**config.mk**
```make
export PLATFORM = sky130hd
export DESIGN_NAME = gpr_wb_arbiter
export DESIGN_NICKNAME = d
export VERILOG_FILES = /design/src/rtl/dlx_pkg.sv /design/src/rtl/gpr_wb_fifo.sv /design/src/rtl/gpr_wb_arbiter.sv
export SDC_FILE = /design/constraint.sdc
export NUM_CORES = 1
export LEC_CHECK = 0
export ABC_AREA = 0
export CAP_MARGIN = 0
export CORE_MARGIN = 4
export CORE_UTILIZATION = 48
export DETAILED_ROUTE_END_ITERATION = 10
export HOLD_SLACK_MARGIN = 0.02
export PLACE_DENSITY = 0.82
export SLEW_MARGIN = 20
export SYNTH_ARGS = -nofsm -noshare
export SYNTH_HDL_FRONTEND = slang
export SYNTH_SLANG_ARGS = --single-unit
export TNS_END_PERCENT = 50
```
**constraint.sdc**
```tcl
create_clock -name clk -period 4.2 [get_ports clk]
set_clock_uncertainty 0.2 [all_clocks]
set_input_delay 0.42 -clock clk [delete_from_list [all_inputs] [get_ports clk]]
set_output_delay 0.42 -clock clk [all_outputs]
set_load 0.02 [all_outputs]
```
**src/rtl/dlx_pkg.sv**
```systemverilog
// Shared DLX core types and constants for the GPR write-back path.
// Holds register/data widths, the write-back entry struct and defaults.
package dlx_pkg;
  localparam int REG_W    = 5;
  localparam int DATA_W   = 32;
  localparam int NUM_REGS = 32;

  localparam int WB_DEPTH        = 2;
  localparam int WB_STARVE_LIMIT = 8;

  typedef struct packed {
    logic [REG_W-1:0]  rd;
    logic [DATA_W-1:0] data;
  } wb_entry_t;
endpackage

```
**src/rtl/gpr_wb_fifo.sv**
```systemverilog
// Small synchronous FIFO holding MDU results awaiting the GPR write port.
// Push is dropped when full and pop is ignored when empty.
module gpr_wb_fifo
  import dlx_pkg::*;
#(
  parameter  int DEPTH = WB_DEPTH,
  localparam int AW    = $clog2(DEPTH),
  localparam int CW    = AW + 1
) (
  input  logic          clk,
  input  logic          rst,
  input  logic          i_push,
  input  wb_entry_t     i_data,
  input  logic          i_pop,
  output wb_entry_t     o_head,
  output logic [CW-1:0] o_count
);

  wb_entry_t     r_mem [DEPTH];
  logic [AW-1:0] r_wp;
  logic [AW-1:0] r_rp;
  logic [CW-1:0] r_cnt;
  logic          w_push;
  logic          w_pop;

  assign w_push  = i_push && (r_cnt != CW'(DEPTH));
  assign w_pop   = i_pop && (r_cnt != '0);
  assign o_head  = r_mem[r_rp];
  assign o_count = r_cnt;

  always_ff @(posedge clk) begin
    if (rst) begin
      r_wp  <= '0;
      r_rp  <= '0;
      r_cnt <= '0;
    end else begin
      if (w_push) r_wp <= r_wp + AW'(1);
      if (w_pop)  r_rp <= r_rp + AW'(1);
      r_cnt <= r_cnt + CW'(w_push) - CW'(w_pop);
    end
  end

  always_ff @(posedge clk) begin
    if (w_push) r_mem[r_wp] <= i_data;
  end

endmodule

```
**src/rtl/gpr_wb_arbiter.sv**
```systemverilog
// Shares the GPR write port between WB and the MDU, tracks outstanding
// MDU destinations and stalls decode on hazards or FIFO starvation.
module gpr_wb_arbiter
  import dlx_pkg::*;
#(
  parameter  int DEPTH        = WB_DEPTH,
  parameter  int STARVE_LIMIT = WB_STARVE_LIMIT,
  localparam int CW           = $clog2(DEPTH) + 1,
  localparam int SW           = $clog2(STARVE_LIMIT + 1)
) (
  input  logic              clk,
  input  logic              rst,
  input  logic              pipe_we,
  input  logic [REG_W-1:0]  pipe_ws,
  input  logic [DATA_W-1:0] pipe_wdata,
  input  logic [REG_W-1:0]  dec_rs1,
  input  logic [REG_W-1:0]  dec_rs2,
  input  logic [REG_W-1:0]  dec_rd,
  input  logic              dec_rd_valid,
  input  logic              mdu_issue,
  input  logic              mdu_valid,
  input  logic [REG_W-1:0]  mdu_rd,
  input  logic [DATA_W-1:0] mdu_wdata,
  output logic              mdu_ready,
  output logic              gpr_we,
  output logic [REG_W-1:0]  gpr_ws,
  output logic [DATA_W-1:0] gpr_wdata,
  output logic              stall,
  output logic [NUM_REGS-1:0] busy,
  output logic [CW-1:0]     fifo_count
);

  wb_entry_t           w_head;
  wb_entry_t           w_in;
  logic                w_nonempty;
  logic                w_pop;
  logic                w_push;
  logic                w_starve;
  logic [NUM_REGS-1:0] w_busy_nxt;
  logic [NUM_REGS-1:0] r_busy;
  logic [SW-1:0]       r_starve_cnt;

  assign w_in       = '{rd: mdu_rd, data: mdu_wdata};
  assign mdu_ready  = fifo_count < CW'(DEPTH);
  assign w_nonempty = fifo_count != '0;
  assign w_pop      = !pipe_we && w_nonempty;
  assign w_push     = mdu_valid && mdu_ready;

  gpr_wb_fifo #(
    .DEPTH (DEPTH)
  ) u_fifo (
    .clk     (clk),
    .rst     (rst),
    .i_push  (w_push),
    .i_data  (w_in),
    .i_pop   (w_pop),
    .o_head  (w_head),
    .o_count (fifo_count)
  );

  // Pipeline always wins; r0 writes are squashed but the head still pops.
  always_comb begin
    gpr_we    = 1'b0;
    gpr_ws    = '0;
    gpr_wdata = '0;
    if (!rst) begin
      if (pipe_we) begin
        gpr_we    = pipe_ws != '0;
        gpr_ws    = pipe_ws;
        gpr_wdata = pipe_wdata;
      end else if (w_nonempty) begin
        gpr_we    = w_head.rd != '0;
        gpr_ws    = w_head.rd;
        gpr_wdata = w_head.data;
      end
    end
  end

  assign w_starve = (r_starve_cnt == SW'(STARVE_LIMIT)) && w_nonempty;
  assign stall    = r_busy[dec_rs1] | r_busy[dec_rs2]
                  | (dec_rd_valid & r_busy[dec_rd]) | w_starve;
  assign busy     = r_busy;

  // Set is applied after clear so a coincident set wins.
  always_comb begin
    w_busy_nxt = r_busy;
    if (w_pop) w_busy_nxt[w_head.rd] = 1'b0;
    if (mdu_issue && !stall && dec_rd != '0)
      w_busy_nxt[dec_rd] = 1'b1;
    w_busy_nxt[0] = 1'b0;
  end

  always_ff @(posedge clk) begin
    if (rst) begin
      r_busy       <= '0;
      r_starve_cnt <= '0;
    end else begin
      r_busy <= w_busy_nxt;
      if (!w_nonempty || w_pop)
        r_starve_cnt <= '0;
      else if (r_starve_cnt != SW'(STARVE_LIMIT))
        r_starve_cnt <= r_starve_cnt + SW'(1);
    end
  end

endmodule

```
==> impl_metrics.env <==
export IMPL_status="finished clean"
export IMPL_final_common_cell="clkdlybuf4s50_1"
export IMPL_cts_buffers=17
export IMPL_top_layer="met4"
export IMPL_synthesis_area_mm2=0.00591
export IMPL_cpPeakStageDelay_ns=0.80
export IMPL_drt_pass1_iter_count=5
export IMPL_timing_fmax_mhz=257
export IMPL_end_kind="output port"
export IMPL_route_met3_wl_um=1890
export IMPL_dp_slack_ns=0.339
export IMPL_hp_start="busy[18]"
export IMPL_drt_iter0_drc=436
export IMPL_dieArea_mm2=0.0142
export IMPL_yosysUniqueCellTypes=60
export IMPL_relSlewSlack=0.327
export IMPL_die_x_um=119
export IMPL_netlist_instances=522
export IMPL_cts_buffer_depth=2
export IMPL_start_util=0.490
export IMPL_numClockSinks=114
export IMPL_vias=5067
export IMPL_place_congestion=0.950
export IMPL_arrival_ns=3.26
export IMPL_path_buf_inv=2
export IMPL_ant_nets=0
export IMPL_numPortBuffers=167
export IMPL_cts_clk_slew_worst_paths_ns=0.05
export IMPL_n_antenna_cell=0
export IMPL_tightestPinTransition_ns=1.00
export IMPL_timing_final_crit_share=0.925
export IMPL_core_area_mm2=0.0121
export IMPL_p_int_w=0.00262
export IMPL_cts_hold_buf=0
export IMPL_yosysSeqAreaShare=0.511
export IMPL_cp_cell_sequence="clkdlybuf4s50_1 > mux4_2 > o21ai_0 > a21oi_1 > a21oi_1 > nand4_2 > or2_1 > clkdlybuf4s50_1"
export IMPL_place_area_mm2=0.00762
export IMPL_final_cell_mix="clkdlybuf4s50_1, nand2_1, edfxtp_1, mux2i_1, o21ai_0"
export IMPL_async_flop_share=0
export IMPL_grt_max_degree=39
export IMPL_holdPathStages=2
export IMPL_top_level_ports=169
export IMPL_routedWlPerCell_um=20.7
export IMPL_hpwlAfterDp_um=12900
export IMPL_crit_type="primary input to output port"
export IMPL_gr_total_overflow=0
export IMPL_chipHeight_um=119
export IMPL_vias_per_cell=5.87
export IMPL_setup_viol=0
export IMPL_final_area_mm2=0.00820
export IMPL_wirelength_um=17900
export IMPL_p_per_area_mw_per_mm2=453
export IMPL_cts_tree="yes"
export IMPL_vdd_ir_drop_max_uv=311
export IMPL_power_switching_w=0.00109
export IMPL_post_cts_resized=0
export IMPL_grt_pass1_wl_um=27600
export IMPL_synth_main_ff_cell="edfxtp_1"
export IMPL_path_delay_family="buffers and inverters"
export IMPL_startpoint_type="primary input"
export IMPL_grtUsageTotal=0.250
export IMPL_seq_power_share=0.387
export IMPL_hold_path_class="register to register"
export IMPL_critPathRequiredTime_ns=3.58
export IMPL_clkPwrFrac=0.360
export IMPL_p_leak_nw=2.78
export IMPL_max_cap_violations=0
export IMPL_antenna_found_initial=0
export IMPL_drive_above_1_share=0.102
export IMPL_final_core_util=0.680
export IMPL_setup_tns_ns=0
export IMPL_syn_num_nets=621
export IMPL_wl_met1_um=6950
export IMPL_rows=40
export IMPL_area_growth_pct=38.6
export IMPL_cp_startpoint="dec_rs1[1]"
export IMPL_drv_slew=0
export IMPL_critPathMaxFanout=8
export IMPL_drc=0
export IMPL_setup_slack_ns=0.316
export IMPL_cts_root_buffer="clkbuf_16"
export IMPL_final_nets=782
export IMPL_grt_setup_unrepaired="false"
export IMPL_wl_met2_um=8710
export IMPL_clock_latency_ns=0.41
export IMPL_hold_violations=0
export IMPL_worstRegToRegCells=4
export IMPL_crit_cells=8
export IMPL_power_frac_comb=0.253
export IMPL_synth_edf_count=74
export IMPL_cts_setup_buffers=0
export IMPL_cpMaxStageDelayCell="clkdlybuf4s50_1"
export IMPL_synth_avg_cell_area_um2=11.3
export IMPL_switching_share=0.294
export IMPL_fillers=882
export IMPL_htreeDepth=4
export IMPL_ys_warn_count=0
export IMPL_yosys_register_bits=114
export IMPL_fin_crit_ns=3.88
export IMPL_grt_pass1_vias=5092
[path summary, 6_finish.rpt]
path | slack (ns) | endpoint
min reg2reg | 0.34 | busy[18]
min | 0.34 | busy[18]
max | 0.32 | stall
max reg2reg | 1.49 | busy[3]
[per-layer routing]
metal,vias to the layer above,track usage
met4,0,0.0912
li1,2320,-
met1,2415,0.301
met3,35,0.0897
met2,297,0.412
met5,-,0
[final cells by class]
type	instances	area [um2]	share of cell area
clock buffer	19	433	0.0528
clock inverter	12	118	0.0143
inverter	14	52.6	0.00641
multi-input combinational	358	2590	0.316
sequential	114	3020	0.369
tap	168	210	0.0256
timing repair buffer	178	1770	0.216
[power by group through the flow]
stage / sequential (W) / combinational (W) / clock [W]
2_1_floorplan: 0.00143 / 0.000559 / 0
3_3_place_gp: 0.00145 / 0.000895 / 0
3_5_place_dp: 0.00146 / 0.000915 / 0
4_1_cts: 0.00144 / 0.000924 / 0.00135
5_1_grt: 0.00145 / 0.00101 / 0.00140
6_report: 0.00144 / 0.000939 / 0.00134
[sequential cells by signal, summed over array words and instances, names as in the netlist, named ones only]
name and flops:
busy 31, u_fifo.r_rp 1, u_fifo.r_wp 1, r_starve_cnt 4, u_fifo.r_mem 74, u_fifo.o_count 2
[logic make-up (layout without fill, tap and decap cells)]
| logic type | Yosys count | count (layout) | share of synthesized area |
|---|---|---|---|
| xor+xnor | 6 | 6 | 0.00889 |
| compound gates | 107 | 107 | 0.125 |
| flops | 114 | 114 | 0.511 |
| mux | 67 | 67 | 0.152 |
| simple gates | 173 | 173 | 0.140 |
| buf+inv | 50 | 223 | 0.0533 |
| fa+ha+maj | 4 | 4 | 0.00846 |
| other cells | 1 | 1 | 0.000634 |
[stage by stage]
stage                     hold slack (ns)  power [W]  instances
after floorplan                     0.272    0.00199        522
after global placement              0.285    0.00235        831
after detailed placement            0.310    0.00238        831
after CTS                           0.337    0.00372        862
after global routing                0.372    0.00386        863
final                               0.337    0.00371        863
[cells in the mapped netlist, types with 9 or more instances]
library cell,n,area share
mux4_2,11,0.042
mux2i_1,42,0.071
nand2_1,77,0.049
nand3_1,32,0.027
edfxtp_1,74,0.38
clkbuf_1,15,0.0095
nor2_1,27,0.017
a21oi_1,9,0.0076
inv_1,14,0.0089
o41ai_1,31,0.046
o21ai_0,41,0.035
dfxtp_1,40,0.14
[tightest hold or removal path: cells and delay by family, from the launching register on]
family / cells / cell delay (ns)
AND/OR/NAND/NOR: 1 / 0.08
flip-flops: 1 / 0.35
AO/OA/AOI/OAI: 1 / 0.06
Note: power is estimated with default switching activity, not from simulation.
